### src/rtl/shift_pla_inv.sv
// Sequential piecewise-linear artanh: inverts the shift-only tanh PLA by scanning
// the leading ones of |y| one bit per clock, then rebuilding x from shifts only.
module shift_pla_inv #(
    parameter int W_IN  = 8,
    parameter int W_OUT = 8,
    parameter int OUT_I = 4
) (
    input  logic             clock,
    input  logic             resetn,
    input  logic             in_valid,
    output logic             in_ready,
    input  logic [W_IN-1:0]  in,
    output logic             out_valid,
    input  logic             out_ready,
    output logic [W_OUT-1:0] out
);

    localparam int F     = W_IN - 1;
    localparam int OUT_F = W_OUT - OUT_I;
    localparam int KW    = $clog2(F + 1);
    localparam int RW    = F + OUT_F;
    localparam int XW    = RW + KW + W_OUT;

    localparam logic [W_IN-1:0]  Y_MIN = {1'b1, {(W_IN-1){1'b0}}};
    localparam logic [W_OUT-1:0] X_MAX = {1'b0, {(W_OUT-1){1'b1}}};
    localparam logic [W_OUT-1:0] X_MIN = {1'b1, {(W_OUT-1){1'b0}}};

    typedef enum logic [1:0] {IDLE, SCAN, BUILD, DONE} state_t;

    state_t          state;
    logic [F-1:0]    sr;
    logic [KW-1:0]   k;
    logic            neg;
    logic            neg_full;

    logic [W_IN-1:0]  y_mag;
    logic [RW-1:0]    rem;
    logic [XW-1:0]    x_pos;
    logic [W_OUT-1:0] mag;
    logic [W_OUT-1:0] result;

    assign in_ready = (state == IDLE);

    // x_pos in units of 2^-OUT_F: k/2 becomes k << (OUT_F-1), the remainder
    // bits b_{k+2}.. fill the fraction below x^-1, truncated past OUT_F.
    // NOTE: every always_comb output gets a value on every path, so no latch is inferred.
    always_comb begin
        y_mag  = in[F] ? -in : in;
        rem    = {sr, {OUT_F{1'b0}}} >> (F + 1);
        x_pos  = (XW'(k) << (OUT_F - 1)) | XW'(rem);
        mag    = (x_pos > XW'(X_MAX)) ? X_MAX : x_pos[W_OUT-1:0];
        if (neg_full)
            result = X_MIN;
        else if (neg)
            result = -mag;
        else
            result = mag;
    end

    // NOTE: reset is sampled on the clock edge; state uses non-blocking assignments only.
    always_ff @(posedge clock) begin
        if (!resetn) begin
            state     <= IDLE;
            sr        <= '0;
            k         <= '0;
            neg       <= 1'b0;
            neg_full  <= 1'b0;
            out_valid <= 1'b0;
            out       <= '0;
        end else begin
            case (state)
                IDLE: begin
                    if (in_valid && in_ready) begin
                        sr       <= y_mag[F-1:0];
                        neg      <= in[F];
                        neg_full <= (in == Y_MIN);
                        k        <= '0;
                        state    <= SCAN;
                    end
                end
                SCAN: begin
                    sr <= sr << 1;
                    if (sr[F-1]) begin
                        k <= k + 1'b1;
                        if (k == KW'(F - 1))
                            state <= BUILD;
                    end else begin
                        state <= BUILD;
                    end
                end
                BUILD: begin
                    out       <= result;
                    out_valid <= 1'b1;
                    state     <= DONE;
                end
                DONE: begin
                    if (out_ready) begin
                        out_valid <= 1'b0;
                        state     <= IDLE;
                    end
                end
                default: state <= IDLE;
            endcase
        end
    end

endmodule

### config.mk
export PLATFORM = sky130hd
export DESIGN_NAME = shift_pla_inv
export DESIGN_NICKNAME = d
export VERILOG_FILES = /design/src/rtl/shift_pla_inv.sv
export SDC_FILE = /design/constraint.sdc
export NUM_CORES = 1
export LEC_CHECK = 0
export CAP_MARGIN = 5
export CORE_ASPECT_RATIO = 1.25
export CORE_UTILIZATION = 66
export DETAILED_ROUTE_END_ITERATION = 6
export DONT_BUFFER_PORTS = 1
export PLACE_DENSITY = 0.82
export SLEW_MARGIN = 20
export SYNTH_ARGS = -nofsm -noshare
export SYNTH_HDL_FRONTEND = slang
export SYNTH_SLANG_ARGS = --single-unit
export TNS_END_PERCENT = 1
### constraint.sdc
create_clock -name clock -period 2.7 [get_ports clock]
set_input_delay 0.405 -clock clock [delete_from_list [all_inputs] [get_ports clock]]
set_output_delay 0.405 -clock clock [all_outputs]
set_load 0.01 [all_outputs]
==> qor.yml, run 1 <==
global_routing:
  grt_pass1_wl_um: 4560
  overflow: 0
  antenna_found_initial: 0
  grt_pass1_vias: 1043
  track_usage_pct: 26.6
  grt_start_max_net_pins: 19
worst_setup_path:
  arrival_ps: 1990
  end_kind: "flip-flop"
  cp_max_fo: 16
  cp-start-kind: "flip-flop"
  criticalPathCategory: "reg2reg"
  cp.required_ps: 2910
cts:
  postCtsResizedCells: 0
  cts_setup_buffers: 0
  path_clk_slew_ps: 120
  cts.sinks: 23
  cts_buffers: 3
  cts-root-buf: "clkbuf_4"
  cts_hold_buf: 0
  clk_latency_ps: 320
  cts_tree: "built"
  htree_num_levels: 1
  clockBufferDepth: 2
timing:
  min_period_over_period_pct: 65.8
  fin_tns_setup_ps: 0
  setup_viol: 0
  timing.fmax_mhz: 563
  min_period_ps: 1780
  finClkSkew_ps: 5.60
  final_max_slew_viol_count: 0
  hold_viol: 0
  worst_hold_slack_ps: 196
  rsz0062_at_grt: "false"
  slew_headroom_pct: 62.7
  worst_pin_slew_ps: 559
power:
  powerDensity_nw_per_um2: 810
  p_clk_share_pct: 14.6
  power.internal_uw: 653
  ir_drop_uv: 523
  sw_frac_of_total_pct: 42.1
  switchingPower_uw: 474
  p_leak_nw: 0.503
  pwr-share-comb_pct: 41.8
  p_total_mw: 1.13
  p_seq_share_pct: 43.6
placed_design:
  dp_hpwl_um: 2080
  io_buffers: 0
  gp_congestion: 0.872
  place_inst: 178
synth:
  yosysWarnings: 0
  synth-edff-count: 0
  netlist_area_sq_um: 1380
  synthCells: 166
  synth_top_flop_cell: "dfxtp_1"
  synth_nets: 187
  yosysUniqueCellTypes: 43
  ys_ff_latch: 23
  avgSynthCellArea_sq_um: 8.34
  ys_seq_area_share_pct: 33.3
  synth-async-reset-ratio_pct: 0
final_layout:
  antenna_cells: 0
  fin_cells: 182
  final_cell_mix: "23 x dfxtp_1, 15 x nand2_1, 15 x a21oi_1, 11 x inv_1, 11 x nor2_1"
  nNetsFinal: 184
  area_growth_pct: 0.542
  final_common_cell: "dfxtp_1"
  drive_above_1_share_pct: 6.79
floorplanning:
  die_h_um: 53.2
  rows: 18
  ios: 22
  die_w_um: 43.0
  core_area_sq_um: 1980
  start_util_pct: 69.8
  dieArea_sq_um: 2280
detailed_routing:
  wl_per_cell_um: 15.4
  route.detailed.drc: 0
  viasPerCell: 6.37
  vias: 1159
  drt_iter0_drc: 29
  drt-total-wl_um: 2800
  dr.pass1.iters: 4
  ant_nets: 0
outcome:
  status: "completed"
worst_hold_path:
  hold_class: "in2reg"
job:
  drv_cap: 0
flip-flops by register name, indices dropped and copies added, names as in the netlist:
signal,count
out,8
sr,7
out_valid,1
neg_full,1
neg,1
k,3
state,2
path summary, 6_finish.rpt:
path / start / slack (ps) / cells after the start / end
hold / removal: resetn / 200 / 1 / out[2]$_SDFFE_PN0P_
setup / recovery: state[1]$_SDFFE_PN0P_ / 920 / 6 / k[1]$_SDFFE_PN0P_
setup reg to reg: state[1]$_SDFFE_PN0P_ / 920 / 6 / k[1]$_SDFFE_PN0P_
hold reg to reg: sr[0]$_SDFFE_PN0P_ / 470 / 2 / sr[0]$_SDFFE_PN0P_
per-stage QoR:
stage / cell area, sq um / setup WS, ps / util, %
after floorplan: 1380 / 1090 / -
after detailed placement: 1370 / 965 / 68.9
after CTS: 1390 / 945 / 70.2
after global routing: 1390 / 771 / 70.2
after global placement: 1370 / 1030 / 68.9
final: 1390 / 923 / 70.2
synth_stat cells, drive strengths merged, types with 2 or more instances:
| master | count | area, sq um |
|---|---|---|
| a211oi | 2 | 15.0 |
| o221ai | 4 | 35.0 |
| or3 | 3 | 23.8 |
| nand2b | 9 | 63.8 |
| nor2 | 11 | 41.3 |
| a21boi | 2 | 18.8 |
| ha | 9 | 113 |
| o311ai | 2 | 17.5 |
| nor3 | 4 | 25.0 |
| mux2i | 3 | 30.0 |
| o31ai | 2 | 20.0 |
| nor4 | 2 | 12.5 |
| clkbuf | 3 | 21.3 |
| xor2 | 3 | 26.3 |
| dfxtp | 23 | 460 |
| xnor2 | 3 | 26.3 |
| inv | 11 | 41.3 |
| nand3 | 7 | 35.0 |
| nand3b | 3 | 22.5 |
| and2 | 2 | 12.5 |
| a21oi | 15 | 75.1 |
| nand2 | 15 | 56.3 |
| o21ai | 4 | 20.0 |
| nor2b | 5 | 31.3 |
| buf | 6 | 30.0 |
| o22ai | 4 | 25.0 |
power by group through the flow:
stage | Sequential, mW | Clock, mW | Combinational (mW)
2_1_floorplan | 0.460 | 0 | 0.425
3_3_place_gp | 0.492 | 0 | 0.443
3_5_place_dp | 0.498 | 0 | 0.468
4_1_cts | 0.489 | 0.167 | 0.470
5_1_grt | 0.501 | 0.186 | 0.531
6_report | 0.491 | 0.164 | 0.471
logic make-up after synthesis:
kind of cell / count (synthesis) / synth area share [%]
flops: 23 / 33.3
mux: 3 / 2.17
fa+ha+maj: 9 / 8.14
simple gates: 65 / 25.9
buf+inv: 20 / 6.69
compound gates: 40 / 20.1
xor+xnor: 6 / 3.80
layer usage:
| layer | GRT usage [%] | wire (um) | up-vias |
|---|---|---|---|
| li1 | - | - | 575 |
| met1 | 32.0 | 1170 | 546 |
| met2 | 45.2 | 1460 | 31 |
| met3 | 3.07 | 103 | 7 |
| met4 | 16.2 | 64 | 0 |
| met5 | 0 | 0 | - |
worst max-delay path, cell delays in order (launching register included):
cell	delay (ps)
dfxtp_1	360
inv_1	80
ha_1	480
nor2_1	120
or2_1	350
a22oi_1	220
nor2_1	50
final cells by class:
cell class	count	area, sq um
multi-input cells	123	831
well taps	20	25.0
inverters	11	41.3
repair buffers	1	7.51
fillers	158	591
flip-flops and latches	23	460
clock buffers	4	26.3
No activity file was read; power rests on OpenSTA's default activity.
==> run 2: changes to the inputs <==
--- a/config.mk
+++ b/config.mk
@@ -7,10 +7,10 @@
 export LEC_CHECK = 0
 export CAP_MARGIN = 5
 export CORE_ASPECT_RATIO = 1.25
-export CORE_UTILIZATION = 66
+export CORE_UTILIZATION = 62
 export DETAILED_ROUTE_END_ITERATION = 6
 export DONT_BUFFER_PORTS = 1
-export PLACE_DENSITY = 0.82
+export PLACE_DENSITY = 0.78
 export SLEW_MARGIN = 20
 export SYNTH_ARGS = -nofsm -noshare
 export SYNTH_HDL_FRONTEND = slang
==> constraint.sdc (replaced) <==
create_clock -name clock -period 1.9 [get_ports clock]
set_input_delay 0.285 -clock clock [delete_from_list [all_inputs] [get_ports clock]]
set_output_delay 0.285 -clock clock [all_outputs]
set_load 0.01 [all_outputs]
==> run 2 against run 1 <==
The run now ends with design-rule violations left. Sequential cell count is the same. Clock-buffer cell count shrank 1. Clock power grew 39%. Worst setup slack lost 710 ps. Utilization shrank 0.91 points. Via count shrank 2.8%. Critical path type unchanged. Largest cell class unchanged.
==> qor.yml, run 2 (same netlist as run 1, synthesis figures left out) <==
floorplanning:
  rows: 18  # unchanged
  dieArea_sq_um: 2430  # +6.2%
  core_area_sq_um: 2050  # +3.4%
  die_h_um: 54.8  # +3.1%
  die_w_um: 44.3  # +3.0%
  ios: 22  # unchanged
  start_util_pct: 67.5  # -2.3 points
final_layout:
  nNetsFinal: 186  # +1.1%
  seq_area_sq_um: 460  # unchanged
  fillers: 171  # +8.2%
  final_common_cell: "dfxtp_1"
  multi_input_area_sq_um: 831  # unchanged
  largest_register_ffs: 8  # unchanged
  top_regs: "out (8), sr (7), k (3)"
  fin_util_pct: 69.3  # -0.91 points
  largest-register: "out"
  drive_above_1_share_pct: 8.54  # +1.7 points
  area_growth_pct: 2.62
  final_cell_mix: "23 x dfxtp_1, 15 x nand2_1, 15 x a21oi_1, 11 x inv_1, 11 x nor2_1"
  antenna_cells: 0  # unchanged
detailed_routing:
  dr.pass1.iters: 7  # +3
  ant_nets: 0  # unchanged
  route.detailed.drc: 3  # +3
  drt-total-wl_um: 2720  # -2.9%
  drt_iter0_drc: 31  # +6.9%
  wl_per_cell_um: 14.0  # -8.9%
  viasPerCell: 5.81  # -8.8%
  vias: 1127  # -2.8%
timing:
  final_max_slew_viol_count: 0  # unchanged
  hold_viol: 0  # unchanged
  finClkSkew_ps: 0.854  # -4.75 ps
  slew_headroom_pct: 63.2  # +0.53 points
  worst_pin_slew_ps: 551  # -7.91 ps
  rsz0062_at_grt: "false"
  min_period_ps: 1690  # -90.1 ps
  fin_tns_setup_ps: 0  # unchanged
  worst_hold_slack_ps: 82.7  # -113 ps
  timing.fmax_mhz: 593  # +5.3%
  min_period_over_period_pct: 88.8  # +23 points
  setup_viol: 0  # unchanged
cts:
  cts_buffers: 3  # unchanged
  cts-root-buf: "clkbuf_4"
  cts.sinks: 23  # unchanged
  postCtsResizedCells: 0  # unchanged
  htree_num_levels: 1  # unchanged
  cts_setup_buffers: 0  # unchanged
  cts_hold_buf: 0  # unchanged
  cts_tree: "built"
  clockBufferDepth: 2  # unchanged
  path_clk_slew_ps: 120  # about the same
  clk_latency_ps: 310  # about the same
global_routing:
  track_usage_pct: 23.9  # -2.8 points
  grt_pass1_vias: 1012  # -3.0%
  grt_start_max_net_pins: 19  # unchanged
  grt_pass1_wl_um: 4230  # -7.3%
  overflow: 0  # unchanged
  antenna_found_initial: 0  # unchanged
job:
  drv_cap: 0  # unchanged
outcome:
  failed_checks: "design-rule violations"
  status: "finished, violations left"
worst_setup_path:
  cp-start-kind: "flip-flop"
  cp.required_ps: 2100  # -810 ps
  cp_max_fo: 9  # -7
  criticalPathCategory: "reg2reg"
  arrival_ps: 1880  # -110 ps
  end_kind: "flip-flop"
power:
  ir_drop_uv: 747  # +43%
  p_total_mw: 1.62  # +44%
  p_leak_nw: 0.516  # +2.5%
  powerDensity_nw_per_um2: 1140  # +41%
worst_hold_path:
  hold_class: "in2reg"
placed_design:
  dp_hpwl_um: 2070  # -0.27%
  gp_congestion: 0.881  # +1.0%
  io_buffers: 0  # unchanged
[run 2: worst max-delay path: stages (launching register included)]
cell,delay (ps)
dfxtp_1,410
inv_1,80
ha_1,270
and2b_4,210
or2_1,330
a22oi_1,210
nor2_1,60
[run 2: final timing paths]
| check | startpoint | to | slack [ps] | depth (start not counted) |
|---|---|---|---|---|
| min | resetn | out[1]$_SDFFE_PN0P_ | 80 | 1 |
| min reg2reg | sr[2]$_SDFFE_PN0P_ | sr[2]$_SDFFE_PN0P_ | 470 | 2 |
| max | state[0]$_SDFFE_PN0P_ | k[1]$_SDFFE_PN0P_ | 210 | 6 |
| max reg2reg | state[0]$_SDFFE_PN0P_ | k[1]$_SDFFE_PN0P_ | 210 | 6 |
[run 2: report_power, final]
part / leakage, nW / switching, mW / internal [mW]
combinational: 0.311 / 0.400 / 0.296
sequential: 0.187 / 0.123 / 0.576
clock: 0.0177 / 0.149 / 0.0788
total: 0.516 / 0.673 / 0.951
[run 2: stage by stage]
step                worst slack (ps)  cell area (sq um)  instances
finish                           213               1420        194
global route                     115               1420        194
global placement                 314               1390        190
floorplan                        289               1380        166
CTS                              225               1420        194
detailed placement               242               1390        190
[run 2: cell type report]
cell class	instances	share of cell area, %
repair buffers	3	1.59
multi-input cells	123	58.5
flip-flops and latches	23	32.4
clock inverters	1	0.352
well taps	30	2.64
clock buffers	3	1.59
inverters	11	2.91
[run 2: layer usage]
metal	share of wire (%)	track usage [%]
met4	2.1	11.6
met2	52	43.4
met5	0	0
met3	2.7	3.30
met1	43	27.1
==> run 3: changes to the inputs <==
--- a/config.mk
+++ b/config.mk
@@ -6,11 +6,11 @@
 export NUM_CORES = 1
 export LEC_CHECK = 0
 export CAP_MARGIN = 5
-export CORE_ASPECT_RATIO = 1.25
+export CORE_ASPECT_RATIO = 1.2
 export CORE_UTILIZATION = 62
 export DETAILED_ROUTE_END_ITERATION = 6
 export DONT_BUFFER_PORTS = 1
-export PLACE_DENSITY = 0.78
+export PLACE_DENSITY = 0.83
 export SLEW_MARGIN = 20
 export SYNTH_ARGS = -nofsm -noshare
 export SYNTH_HDL_FRONTEND = slang
==> run 3 against run 2 <==
The flow now finishes without violations. Hold slack better by 4.9 ps. Total power down 1.1%. Register-to-register slack worse by 90 ps.
==> qor.yml, run 3 (same netlist as run 1, synthesis figures left out) <==
power:
  ir_drop_uv: 678  # -9.2%
  p_clk_share_pct: 14.1  # about the same
  sw_frac_of_total_pct: 41.8  # +0.38 points
  p_seq_share_pct: 43.4  # +0.4 points
  p_leak_nw: 0.511  # -0.90%
  powerDensity_nw_per_um2: 1140  # -0.61%
  power.internal_uw: 934  # -1.8%
  p_total_mw: 1.60  # -1.1%
  pwr-share-comb_pct: 42.5  # -0.4 points
  switchingPower_uw: 671  # -0.23%
timing:
  setup_viol: 0  # unchanged
  worst_hold_slack_ps: 87.6  # +4.92 ps
  rsz0062_at_grt: "false"
  hold_viol: 0  # unchanged
  finClkSkew_ps: 2.43  # +1.58 ps
  final_max_slew_viol_count: 0  # unchanged
  fin_tns_setup_ps: 0  # unchanged
  worst_pin_slew_ps: 552  # +1.80 ps
  slew_headroom_pct: 63.1  # -0.12 points
  min_period_over_period_pct: 93.7  # +5.0 points
  min_period_ps: 1780  # +94.3 ps
  timing.fmax_mhz: 561  # -5.3%
worst_setup_path:
  cp_max_fo: 9  # unchanged
  max_stage_delay_ps: 430  # +20 ps
  crit_start: "state[1]$_SDFFE_PN0P_"
  end_kind: "flip-flop"
  criticalPathCategory: "reg2reg"
  critPathSlowestCell: "dfxtp_1"
  cp.required_ps: 2090  # about the same
  arrival_ps: 1970  # +90 ps
  worstReg2RegStart: "state[1]$_SDFFE_PN0P_"
  path_cells: "inv_1 -> ha_1 -> and2b_4 -> or2_1 -> a22oi_1 -> nor2_1"
  cp-start-kind: "flip-flop"
detailed_routing:
  wl_per_cell_um: 14.3  # +2.3%
  dr.pass1.iters: 4  # -3
  route.detailed.drc: 0  # -3
  drt_iter0_drc: 21  # -32%
  ant_nets: 0  # unchanged
  vias: 1164  # +3.3%
  viasPerCell: 6.03  # +3.8%
  drt-total-wl_um: 2760  # +1.8%
placed_design:
  gp_congestion: 0.822  # -6.7%
  io_buffers: 0  # unchanged
  place_inst: 189  # -0.53%
  dp_hpwl_um: 2090  # +0.70%
cts:
  cts_tree: "built"
  cts.sinks: 23  # unchanged
  clk_latency_ps: 310  # about the same
  cts_hold_buf: 0  # unchanged
  clockBufferDepth: 2  # unchanged
  path_clk_slew_ps: 130  # about the same
  cts_buffers: 3  # unchanged
  cts_setup_buffers: 0  # unchanged
  postCtsResizedCells: 0  # unchanged
  htree_num_levels: 1  # unchanged
  cts-root-buf: "clkbuf_4"
final_layout:
  final_common_cell: "dfxtp_1"
  fin_cells: 193  # -0.52%
  final_cell_mix: "23 x dfxtp_1, 15 x nand2_1, 15 x a21oi_1, 11 x inv_1, 11 x nor2_1"
  antenna_cells: 0  # unchanged
  nNetsFinal: 185  # -0.54%
  multi_input_area_sq_um: 831  # unchanged
  largest-register: "out"
  drive_above_1_share_pct: 7.98  # -0.56 points
  area_growth_pct: 2.08
  largest_register_ffs: 8  # unchanged
  top_regs: "out (8), sr (7), k (3)"
  seq_area_sq_um: 460  # unchanged
  fillers: 201  # +18%
floorplanning:
  start_util_pct: 66.8  # -0.73 points
  core_area_sq_um: 2070  # +1.1%
  die_h_um: 53.8  # -2.0%
  ios: 22  # unchanged
  die_w_um: 45.1  # +2.0%
  dieArea_sq_um: 2430  # about the same
  rows: 18  # unchanged
global_routing:
  grt_pass1_vias: 1072  # +5.9%
  grt_pass1_wl_um: 4420  # +4.6%
  grt_start_max_net_pins: 19  # unchanged
  overflow: 0  # unchanged
  antenna_found_initial: 0  # unchanged
  track_usage_pct: 24.6  # +0.76 points
outcome:
  status: "completed"
job:
  drv_cap: 0  # unchanged
worst_hold_path:
  min_from: "resetn"
  hold_class: "in2reg"
-- run 3: worst paths after layout --
check | endpoint | slack (ps) | cells past startpoint
setup / recovery | k[1]$_SDFFE_PN0P_ | 120 | 6
hold / removal | out[2]$_SDFFE_PN0P_ | 90 | 1
setup reg to reg | k[1]$_SDFFE_PN0P_ | 120 | 6
hold reg to reg | sr[2]$_SDFFE_PN0P_ | 470 | 2
-- run 3: area by class of cell --
type | instances | share of cell area, %
Clock buffer | 3 | 1.59
Clock inverter | 1 | 0.354
Inverter | 11 | 2.92
Multi-Input combinational cell | 123 | 58.8
Sequential cell | 23 | 32.6
Tap cell | 30 | 2.66
Timing Repair Buffer | 2 | 1.06
-- run 3: power groups by stage --
stage | combinational (mW) | sequential [mW] | clock (mW)
floorplan | 0.604 | 0.654 | 0
global placement | 0.644 | 0.697 | 0
detailed placement | 0.680 | 0.704 | 0
CTS | 0.681 | 0.692 | 0.235
global route | 0.763 | 0.708 | 0.264
finish | 0.683 | 0.696 | 0.226
-- run 3: critical path: cells and delay by family, from the launching register on --
kind | cells | cell delay, ps
buffers and inverters | 1 | 90
AND/OR/NAND/NOR | 3 | 630
AO/OA/AOI/OAI | 1 | 230
adder cells (fa/ha/maj) | 1 | 280
flip-flops | 1 | 430
-- run 3: per-layer routing --
layer | GRT usage, % | up-vias | share of wire [%]
met5 | 0 | - | 0
met4 | 8.08 | 0 | 1.7
met3 | 5.37 | 8 | 5.1
met2 | 46.4 | 37 | 51
met1 | 26.6 | 543 | 42
li1 | - | 576 | -
-- run 3: stage by stage --
| step | utilization, % | area [sq um] | setup WS, ps |
|---|---|---|---|
| finish | 68.2 | 1410 | 119 |
| global route | 68.2 | 1410 | 43.3 |
| CTS | 68.2 | 1410 | 159 |
| detailed placement | 66.8 | 1390 | 178 |
| global placement | 66.8 | 1390 | 257 |
| floorplan | - | 1380 | 289 |
